$ cat src/rtl/pathfinding_pkg.sv
// rtl/pathfinding_pkg.sv - shared pathfinding types, widths and error codes
package pathfinding_pkg;

    localparam int          NODE_INFO_W  = 272;
    localparam logic [15:0] NODE_ID_NULL = 16'd0;

    localparam logic [1:0] ERR_NONE      = 2'b00;
    localparam logic [1:0] ERR_NOT_FOUND = 2'b01;
    localparam logic [1:0] ERR_OVERFLOW  = 2'b10;
    localparam logic [1:0] ERR_GOAL_ZERO = 2'b11;

    // Compact node as carried along the path (48 bits).
    typedef struct packed {
        logic [15:0] node_id;
        logic [15:0] x;
        logic [15:0] y;
    } map_node;

    // Full explored-set entry as stored in the explored RAM (272 bits).
    typedef struct packed {
        logic [15:0]  node_id;
        logic [15:0]  parent_node_id;
        logic [15:0]  x;
        logic [15:0]  y;
        logic [31:0]  g_cost;
        logic [31:0]  f_cost;
        logic [143:0] rsvd;
    } node_info;

    typedef enum logic [2:0] {
        ST_IDLE,
        ST_SCAN_SET,
        ST_SCAN_WAIT,
        ST_SCAN_CHECK,
        ST_PUSH,
        ST_EMIT,
        ST_DONE,
        ST_ERR
    } bt_state_e;

    function automatic map_node to_map_node(input node_info n);
        map_node m;
        m.node_id = n.node_id;
        m.x       = n.x;
        m.y       = n.y;
        return m;
    endfunction

endpackage

$ cat src/rtl/path_lifo.sv
// rtl/path_lifo.sv - register stack of path nodes with registered top of stack
module path_lifo
    import pathfinding_pkg::*;
#(
    parameter int DEPTH = 64
) (
    input  logic                       clk,
    input  logic                       reset,
    input  logic                       clear,
    input  logic                       push,
    input  map_node                    din,
    input  logic                       pop,
    output logic                       full,
    output logic                       empty,
    output logic [$clog2(DEPTH+1)-1:0] depth,
    output map_node                    top
);

    localparam int DW = $clog2(DEPTH + 1);
    localparam int IW = (DEPTH > 1) ? $clog2(DEPTH) : 1;

    map_node       mem_q [DEPTH];
    logic [DW-1:0] depth_q;
    map_node       top_q;
    logic [DW-1:0] below_d;
    logic [IW-1:0] wr_idx;
    logic [IW-1:0] rd_idx;

    // Entry just below the current top becomes the new top after a pop.
    assign below_d = depth_q - DW'(2);
    assign wr_idx  = depth_q[IW-1:0];
    assign rd_idx  = below_d[IW-1:0];

    assign full  = (depth_q == DW'(DEPTH));
    assign empty = (depth_q == '0);
    assign depth = depth_q;
    assign top   = top_q;

    // Storage array; contents are don't-care above depth so no reset needed.
    always_ff @(posedge clk) begin
        if (push && !full) begin
            mem_q[wr_idx] <= din;
        end
    end

    // Depth counter and registered top; push wins over pop if both requested.
    always_ff @(posedge clk) begin
        if (reset || clear) begin
            depth_q <= '0;
            top_q   <= '0;
        end else if (push && !full) begin
            depth_q <= depth_q + DW'(1);
            top_q   <= din;
        end else if (pop && !empty) begin
            depth_q <= depth_q - DW'(1);
            top_q   <= (depth_q > DW'(1)) ? mem_q[rd_idx] : '0;
        end
    end

endmodule

$ cat src/rtl/path_backtrace.sv
// rtl/path_backtrace.sv - walk parent chain from goal to start and stream path start-first
module path_backtrace
    import pathfinding_pkg::*;
#(
    parameter int MAX_NODES = 100,
    parameter int MAX_PATH  = 64,
    parameter int ADDR_W    = 7
) (
    input  logic                   clk,
    input  logic                   reset,
    input  logic                   start,
    input  logic [15:0]            goal_id,
    output logic [ADDR_W-1:0]      ram_rd_addr,
    input  logic [NODE_INFO_W-1:0] ram_rd_node,
    output logic                   out_valid,
    input  logic                   out_ready,
    output logic [15:0]            out_node_id,
    output logic [15:0]            out_x,
    output logic [15:0]            out_y,
    output logic                   out_last,
    output logic                   busy,
    output logic                   done,
    output logic                   error,
    output logic [1:0]             error_code,
    output logic [ADDR_W-1:0]      path_len
);

    localparam int LIFO_DW = $clog2(MAX_PATH + 1);

    node_info          rd_info;
    logic              unused_rd_fields;

    bt_state_e         state_q;
    logic [15:0]       target_q;
    logic [ADDR_W-1:0] addr_q;
    map_node           node_q;
    logic [15:0]       parent_q;
    logic              out_valid_q;
    logic [15:0]       out_node_id_q;
    logic [15:0]       out_x_q;
    logic [15:0]       out_y_q;
    logic              out_last_q;
    logic              busy_q;
    logic              done_q;
    logic              error_q;
    logic [1:0]        error_code_q;
    logic [ADDR_W-1:0] path_len_q;

    logic               lifo_push;
    logic               lifo_pop;
    logic               lifo_clear;
    logic               lifo_full;
    logic               lifo_empty;
    logic [LIFO_DW-1:0] lifo_depth;
    map_node            lifo_top;

    assign rd_info          = ram_rd_node;
    assign unused_rd_fields = ^{rd_info.g_cost, rd_info.f_cost, rd_info.rsvd};

    // Stack is fed from the node captured in SCAN_CHECK and drained by accepted beats.
    assign lifo_push  = (state_q == ST_PUSH) && !lifo_full;
    assign lifo_pop   = (state_q == ST_EMIT) && out_valid_q && out_ready;
    assign lifo_clear = (state_q == ST_ERR);

    path_lifo #(
        .DEPTH (MAX_PATH)
    ) u_lifo (
        .clk   (clk),
        .reset (reset),
        .clear (lifo_clear),
        .push  (lifo_push),
        .din   (node_q),
        .pop   (lifo_pop),
        .full  (lifo_full),
        .empty (lifo_empty),
        .depth (lifo_depth),
        .top   (lifo_top)
    );

    // Backtrace controller: scan RAM for target, push, follow parent, then emit.
    always_ff @(posedge clk) begin
        if (reset) begin
            state_q       <= ST_IDLE;
            target_q      <= '0;
            addr_q        <= '0;
            node_q        <= '0;
            parent_q      <= '0;
            out_valid_q   <= 1'b0;
            out_node_id_q <= '0;
            out_x_q       <= '0;
            out_y_q       <= '0;
            out_last_q    <= 1'b0;
            busy_q        <= 1'b0;
            done_q        <= 1'b0;
            error_q       <= 1'b0;
            error_code_q  <= ERR_NONE;
            path_len_q    <= '0;
        end else begin
            done_q <= 1'b0;
            unique case (state_q)
                ST_IDLE: begin
                    if (start) begin
                        if (goal_id == NODE_ID_NULL) begin
                            error_q      <= 1'b1;
                            error_code_q <= ERR_GOAL_ZERO;
                            state_q      <= ST_ERR;
                        end else begin
                            target_q     <= goal_id;
                            addr_q       <= '0;
                            error_q      <= 1'b0;
                            error_code_q <= ERR_NONE;
                            path_len_q   <= '0;
                            busy_q       <= 1'b1;
                            state_q      <= ST_SCAN_WAIT;
                        end
                    end
                end
                ST_SCAN_SET: begin
                    addr_q  <= addr_q + ADDR_W'(1);
                    state_q <= ST_SCAN_WAIT;
                end
                ST_SCAN_WAIT: begin
                    state_q <= ST_SCAN_CHECK;
                end
                ST_SCAN_CHECK: begin
                    if (rd_info.node_id == target_q) begin
                        node_q   <= to_map_node(rd_info);
                        parent_q <= rd_info.parent_node_id;
                        state_q  <= ST_PUSH;
                    end else if ((rd_info.node_id == NODE_ID_NULL) ||
                                 (addr_q == ADDR_W'(MAX_NODES - 1))) begin
                        error_q      <= 1'b1;
                        error_code_q <= ERR_NOT_FOUND;
                        busy_q       <= 1'b0;
                        state_q      <= ST_ERR;
                    end else begin
                        state_q <= ST_SCAN_SET;
                    end
                end
                ST_PUSH: begin
                    if (lifo_full) begin
                        error_q      <= 1'b1;
                        error_code_q <= ERR_OVERFLOW;
                        busy_q       <= 1'b0;
                        state_q      <= ST_ERR;
                    end else begin
                        path_len_q <= path_len_q + ADDR_W'(1);
                        if (parent_q == NODE_ID_NULL) begin
                            state_q <= ST_EMIT;
                        end else begin
                            target_q <= parent_q;
                            addr_q   <= '0;
                            state_q  <= ST_SCAN_WAIT;
                        end
                    end
                end
                ST_EMIT: begin
                    // Load a beat from the registered top, hold it until accepted.
                    if (!out_valid_q) begin
                        if (!lifo_empty) begin
                            out_node_id_q <= lifo_top.node_id;
                            out_x_q       <= lifo_top.x;
                            out_y_q       <= lifo_top.y;
                            out_last_q    <= (lifo_depth == LIFO_DW'(1));
                            out_valid_q   <= 1'b1;
                        end
                    end else if (out_ready) begin
                        out_valid_q <= 1'b0;
                        if (out_last_q) begin
                            out_last_q <= 1'b0;
                            done_q     <= 1'b1;
                            state_q    <= ST_DONE;
                        end
                    end
                end
                ST_DONE: begin
                    busy_q  <= 1'b0;
                    state_q <= ST_IDLE;
                end
                ST_ERR: begin
                    state_q <= ST_IDLE;
                end
                default: begin
                    state_q <= ST_IDLE;
                end
            endcase
        end
    end

    assign ram_rd_addr = addr_q;
    assign out_valid   = out_valid_q;
    assign out_node_id = out_node_id_q;
    assign out_x       = out_x_q;
    assign out_y       = out_y_q;
    assign out_last    = out_last_q;
    assign busy        = busy_q;
    assign done        = done_q;
    assign error       = error_q;
    assign error_code  = error_code_q;
    assign path_len    = path_len_q;

endmodule

$ cat config.mk
export PLATFORM = sky130hd
export DESIGN_NAME = path_backtrace
export DESIGN_NICKNAME = d
export VERILOG_FILES = /design/src/rtl/pathfinding_pkg.sv /design/src/rtl/path_lifo.sv /design/src/rtl/path_backtrace.sv
export SDC_FILE = /design/constraint.sdc
export NUM_CORES = 2
export LEC_CHECK = 0
export CORE_ASPECT_RATIO = 1.1
export CORE_UTILIZATION = 32
export DETAILED_ROUTE_END_ITERATION = 10
export PLACE_DENSITY = 0.53
export RECOVER_POWER = 25
export SYNTH_ARGS = -nofsm -noshare
export SYNTH_HDL_FRONTEND = slang
export SYNTH_SLANG_ARGS = --single-unit
$ cat constraint.sdc
create_clock -name clk -period 4.8 [get_ports clk]
set_input_delay 0.72 -clock clk [delete_from_list [all_inputs] [get_ports clk]]
set_output_delay 0.72 -clock clk [all_outputs]
set_load 0.03 [all_outputs]
## Word-level counts from Yosys, hierarchy flattened

Memory sizes are Yosys's and may differ from the RTL's.
Cells that the tools add are included.

| storage, ports and cells | value |
|---|---|
| register bits after elaboration | 207 |
| bits in latches | 0 |
| bits in writable memories | 3072 |
| ROM bits | 0 |
| bits of input ports | 292 |
| output and inout port bits | 69 |
| word-level logic and storage cells | 139 |
| memories | 1 |

| operators by class | value |
|---|---|
| add/subtract/negate cells | 5 |
| multipliers | 0 |
| div/mod/pow operators | 0 |
| $lt $le $gt $ge | 1 |
| equality and inequality tests | 23 |
| shifts and indexed selects | 0 |
| multiplexer cells | 54 |
| bitwise gates (word level) | 4 |
| reduce and logical (&&, ||, !) cells | 30 |

Memory list:

| memory | depth | bits a word | read ports | clocked after Yosys merged registers in | wr ports | RTL line | source |
|---|---|---|---|---|---|---|---|
| u_lifo.mem_q | 64 | 48 | 1 | 0 | 1 | path_lifo.sv:22 | `map_node mem_q [DEPTH];` |

Operators by type and width:

| cell | number |
|---|---|
| 48-bit 2-to-1 mux | 3 |
| 16-bit 2-to-1 mux | 4 |
| 7-bit 2-to-1 mux | 7 |
| 16-bit zero test | 3 |
| 16-bit one-hot mux with 2 select lines | 1 |
| 3-bit 2-to-1 mux | 9 |
| 2-bit inequality test (second input constant) | 11 |
| 7-bit by 1-bit adder with 7-bit output (second input constant) | 3 |
| 3-bit one-hot mux with 7 select lines | 1 |
| 7-bit one-hot mux with 3 select lines | 1 |
| 1-bit 2-to-1 mux | 19 |
| 16-bit == test | 1 |
| 5-bit AND reduction | 3 |
| 7-bit == test (second input constant) | 2 |
| 7-bit one-hot mux with 2 select lines | 1 |
| 3-bit == test (second input constant) | 4 |
| 2-bit 2-to-1 mux | 5 |
| 4-bit AND reduction | 2 |
| 7-bit by 1-bit == test with 1-bit output (second input constant) | 1 |
| 7-bit by 1-bit > comparator with 1-bit output (second input constant) | 1 |
| 7-bit zero test | 1 |
| 7-bit by 1-bit subtractor with 7-bit output (second input constant) | 1 |
| 3-bit by 2-bit == test with 1-bit output (second input constant) | 2 |
| 2-bit one-hot mux with 3 select lines | 1 |
| other kinds (18) | 30 |

## Logic depth before layout (Yosys ltp)

| depth | value |
|---|---|
| depth in word-level cells | 6 |
| gate-level depth with buffers | 15 |
| gate-level depth less buffers | 8 |

## Hierarchy

A second synthesis with hierarchy kept.

| second synthesis, totals | value |
|---|---|
| cell total of the unflattened synthesis | 6153 |
| area, all modules | 126259.8 µm² |

By module, submodules not included:

| module | times used | cells an instance | area each (µm²) | seq. area each (µm²) |
|---|---|---|---|---|
| path_lifo | 1 | 5390 | 119807.4 | 93349.5 |
| path_backtrace | 1 | 763 | 6452.4 | 3042.9 |

## Worst setup path after synthesis

OpenSTA, ideal clock, no wires.

| timing | value |
|---|---|
| kind | register -> register |
| start | register u_lifo.depth_q[0] (netlist: u_lifo.depth[0]) |
| end | memory u_lifo.mem_q[61][0] (netlist bit) (enable) |
| setup time | 454 ps |
| arrival | 4422 ps |
| data required time | 4346 ps |
| setup slack | -76 ps |
| stages on the path, launching flop included | 12 |
| buffers on the path | 5 |
| period minus slack after synthesis | 4876 ps |
| cell sequence | dfxtp_1 buf_2 buf_4 buf_2 inv_1 buf_2 ha_1 nor2b_1 a31oi_2 buf_2 nand3_1 nor2_1 |

| between the ends | value |
|---|---|
| cells in the longest elaborated chain, start to end | 6 |

RTL lines:

| what | RTL line | source |
|---|---|---|
| from (decl) | path_lifo.sv:23 | `logic [DW-1:0] depth_q;` |
| from (signal assigned) | path_lifo.sv:52 | `depth_q <= depth_q + DW'(1);` |
| from (signal assigned) | path_lifo.sv:55 | `depth_q <= depth_q - DW'(1);` |
| 7-bit == test | path_lifo.sv:34 | `assign full = (depth_q == DW'(DEPTH));` |
| 1-bit zero test | path_lifo.sv:41, path_backtrace.sv:61 |  |
| 1-bit logical AND | path_backtrace.sv:61 | `assign lifo_push = (state_q == ST_PUSH) && !lifo_full;` |
| 1-bit logical AND | path_lifo.sv:41 | `if (push && !full) begin` |
| 1-bit 2-to-1 mux | path_lifo.sv:41 |  |
| 1-bit 2-to-1 mux (implied by the code) | path_lifo.sv:42 | `mem_q[wr_idx] <= din;` |
| to (decl) | path_lifo.sv:22 |  |

Parallel ways exist; a longest one is shown, timed or not.

## Worst setup path in the final report

| timing | value |
|---|---|
| start | register u_lifo.depth_q[1] (netlist: u_lifo.depth[1]) |
| end | memory u_lifo.mem_q[58][36] (netlist bit) (enable) |

The elaborated chain is that of the path after synthesis.

==> results.yml <==
sta:
  holdWs_ns: 0.361
  rsz0062_at_grt: "false"
  fin_tns_setup_ns: 0
  finClkSkew_ns: 0.0480
  finalCriticalPeriod_ns: 3.87
  fmax_ghz: 0.258
  finalCritPeriodShare_pct: 80.7
  worst_slew_pin_slew_ns: 3.52
  hold_viol: 0
  setup_viol_count_final: 0
  drv_slew: 1813
  relSlewSlack_pct: -134
grt:
  antenna_found_initial: 16
  grt_use_total_pct: 18.0
  grt_start_max_net_pins: 111
  grt.overflow.total: 0
  grt_pass1_wl_mm: 506
  grt_pass1_vias: 65200
yosys:
  ys_warn_count: 0
  yosys.cell_count.top_type: "edfxtp_1"
  syn-mean-instance-area_sq_um: 21.0
  synth_cells: 5997
  synth_cell_types: 71
  ys_async_sr_fraction_pct: 0
  synth_top_area_share_pct: 73.4
  synth_commonest_cells: "edfxtp_1, mux4_2, nand2_1, dfxtp_1"
  syn-cell-area_sq_mm: 0.126
  synth_top_cell_by_area: "edfxtp_1"
  ys.flop_type: "edfxtp_1"
  synth_edf_count: 3072
  synth_seq_cells: 3279
  syn-num-nets: 6300
  ys_top_cells_by_area: "edfxtp_1, mux4_2, dfxtp_1"
  yosysSeqAreaShare_pct: 76.7
critical_path:
  cp-startpoint: "u_lifo.depth[1]$_SDFFE_PP0P_"
  r2r_cells: 9
  r2r-start: "u_lifo.depth[1]$_SDFFE_PP0P_"
  critPathRequiredTime_ns: 5.31
  r2r_end: "u_lifo.mem_q[58][36]$_DFFE_PP_"
  slowest_stage: "buf_4"
  worstPathMaxFanout: 28
  path_class: "reg2reg"
  critical-path-max-stage-delay_ns: 0.64
  startpoint_type: "register"
  crit_arrival_ns: 4.39
  critPathCaptureType: "register"
  crit_top_cell: "nand2_1"
  r2r_slack_ns: 0.93
  path_cells: "inv_2, ha_1, nor2b_1, nand3_1, nand2_1, nor2_1, nand2_1, nor2_4, buf_4"
clock_network:
  cts_tree: "built"
  clk_pin_slew_worst_paths_ns: 0.06
  cts_setup_buffers: 0
  hold_buffers: 0
  cts_buffers: 332
  cts_max_level: 5
  cts_resized: 0
  cts_max_path_buffers: 4
  clk_latency_ns: 0.90
  clock-sinks: 3279
  cts-root-buf: "clkbuf_16"
hold_path:
  min_to: "node_q[37]$_SDFFE_PP0P_"
  hold_path_depth: 2
  hold_path.class: "in2reg"
  hp-start: "reset"
routing:
  drt_pass1_iterations: 9
  wirelength_mm: 361
  avgRoutedWirePerCell_um: 30.3
  via_per_inst: 5.32
  drt-initial-drc-count: 7205
  final_antenna_net_count: 0
  vias: 63300
  drcViolationCount: 32
flow_run:
  maxCapViolCount: 29
floorplan:
  die_h_um: 659
  start_util_pct: 32.1
  core-area_sq_mm: 0.391
  dieArea_sq_mm: 0.396
  row_count: 241
  ioPinCount: 361
  die_w_um: 600
finish:
  final_nets: 6720
  layout-drive-gt1-share_pct: 24.8
  fill_cells: 35800
  final_util_pct: 37.4
  syn2layout_area_growth_pct: 16.3
power:
  power_leakage_nw: 36.9
  cellPowerDensity_mw_per_mm2: 421
  power_mw: 61.6
  peakVddDrop_v: 0.000330
status:
  violations: "DRC, capacitance limit, slew limit"
  status: "complete, but fails checks"
place:
  dpl.hpwl_mm: 207
  portBuffers: 152
  globalplace.congestion: 0.808
worst max-delay path, delay by kind of cell (launching register included):
kind,cells,cell delay (ns)
flip-flops,1,0.43
AND/OR/NAND/NOR,6,1.99
adder cells (fa/ha/maj),1,0.24
buffers and inverters,2,0.78
cells by family (layout without fill, tap and decap cells):
logic type	after synthesis	in the layout	synth area share, %
flops	3279	3279	76.7
mux	1010	1010	16.1
simple gates	845	845	2.96
compound gates	456	456	2.50
buf+inv	361	1038	1.42
xor+xnor	35	35	0.250
fa+ha+maj	11	11	0.109
other cells	0	6	0
metrics by stage:
stage	cell area (sq um)	instances	worst slack, ns
2_1_floorplan	126000	5997	-0.0760
3_3_place_gp	136000	11300	0.960
3_5_place_dp	136000	11300	0.938
4_1_cts	146000	11900	0.920
5_1_grt	146000	11900	0.630
6_report	146000	11900	0.926
cell type report:
cell class	instances	area [sq um]	area share, %
repair buffers	435	4560	3.12
well taps	5224	6540	4.47
inverters	12	45.0	0.0308
multi-input cells	2357	28200	19.3
clock buffers	429	8980	6.14
flip-flops and latches	3279	96400	65.9
clock inverters	162	1460	0.996
diodes	6	15.0	0.0103
worst max path at each step:
stage | endpoint | cells after the start
after detailed placement | u_lifo.mem_q[58][11]$_DFFE_PP_ | 9
after floorplan | u_lifo.mem_q[61][0]$_DFFE_PP_ | 11
after CTS | u_lifo.mem_q[42][20]$_DFFE_PP_ | 9
final | u_lifo.mem_q[58][36]$_DFFE_PP_ | 9
after global routing | u_lifo.top[41]$_SDFFE_PP0P_ | 9
after global placement | u_lifo.mem_q[36][18]$_DFFE_PP_ | 9
flip-flops by register name (all words and copies together), names as in the netlist, 2 cells and up:
signal	cells
node_q	48
path_len	7
out_node_id	16
u_lifo.top	48
u_lifo.mem_q	3072
parent_q	16
state_q	3
out_y	16
target_q	16
u_lifo.depth	7
out_x	16
ram_rd_addr	7
error_code	2
cells in the final DEF, fill, tap and decap left out, types with 8 or more instances in the layout:
master,Yosys,routed
clkbuf_8,0,9
a32oi_1,73,73
xnor2_1,24,23
nor3_1,21,19
nor4_1,18,18
dfxtp_1,207,186
clkdlybuf4s50_1,0,151
nand3_1,36,36
o22ai_1,30,30
mux2_2,15,15
ha_1,11,10
clkbuf_1,162,97
dfxtp_2,0,19
edfxtp_1,3072,3072
buf_4,36,180
a2bb2oi_1,11,11
a211oi_1,21,21
a221oi_1,17,17
clkinv_2,0,50
clkbuf_16,0,342
a21boi_0,31,31
mux2i_1,180,180
a21oi_1,144,143
o21ai_0,22,22
inv_1,10,10
buf_12,1,80
nand2_1,447,446
nand2b_1,9,9
bufinv_16,0,24
nor2_1,180,114
a22oi_1,55,55
and3_1,11,11
or3_1,9,8
clkinvlp_4,0,9
clkinv_1,0,63
xor2_1,10,10
nor2_4,0,66
mux4_2,809,809
nand4_1,80,80
routing by layer:
metal | global-route usage (%) | part of all wire (%) | wire [um]
met2 | 30.4 | 50 | 179000
met1 | 24.0 | 41 | 147000
met5 | 0 | 0.0019 | 7
met3 | 2.53 | 6.1 | 22100
met4 | 5.83 | 3.5 | 12600
report_power, final:
group | switching, mW | internal (mW) | total, mW | leakage [nW]
registers | 0.150 | 31.0 | 31.2 | 23.1
clock network | 10.8 | 14.5 | 25.3 | 5.10
logic | 3.07 | 2.07 | 5.14 | 8.74
total | 14.0 | 47.6 | 61.6 | 36.9
Power figures use the tool's default switching activity.
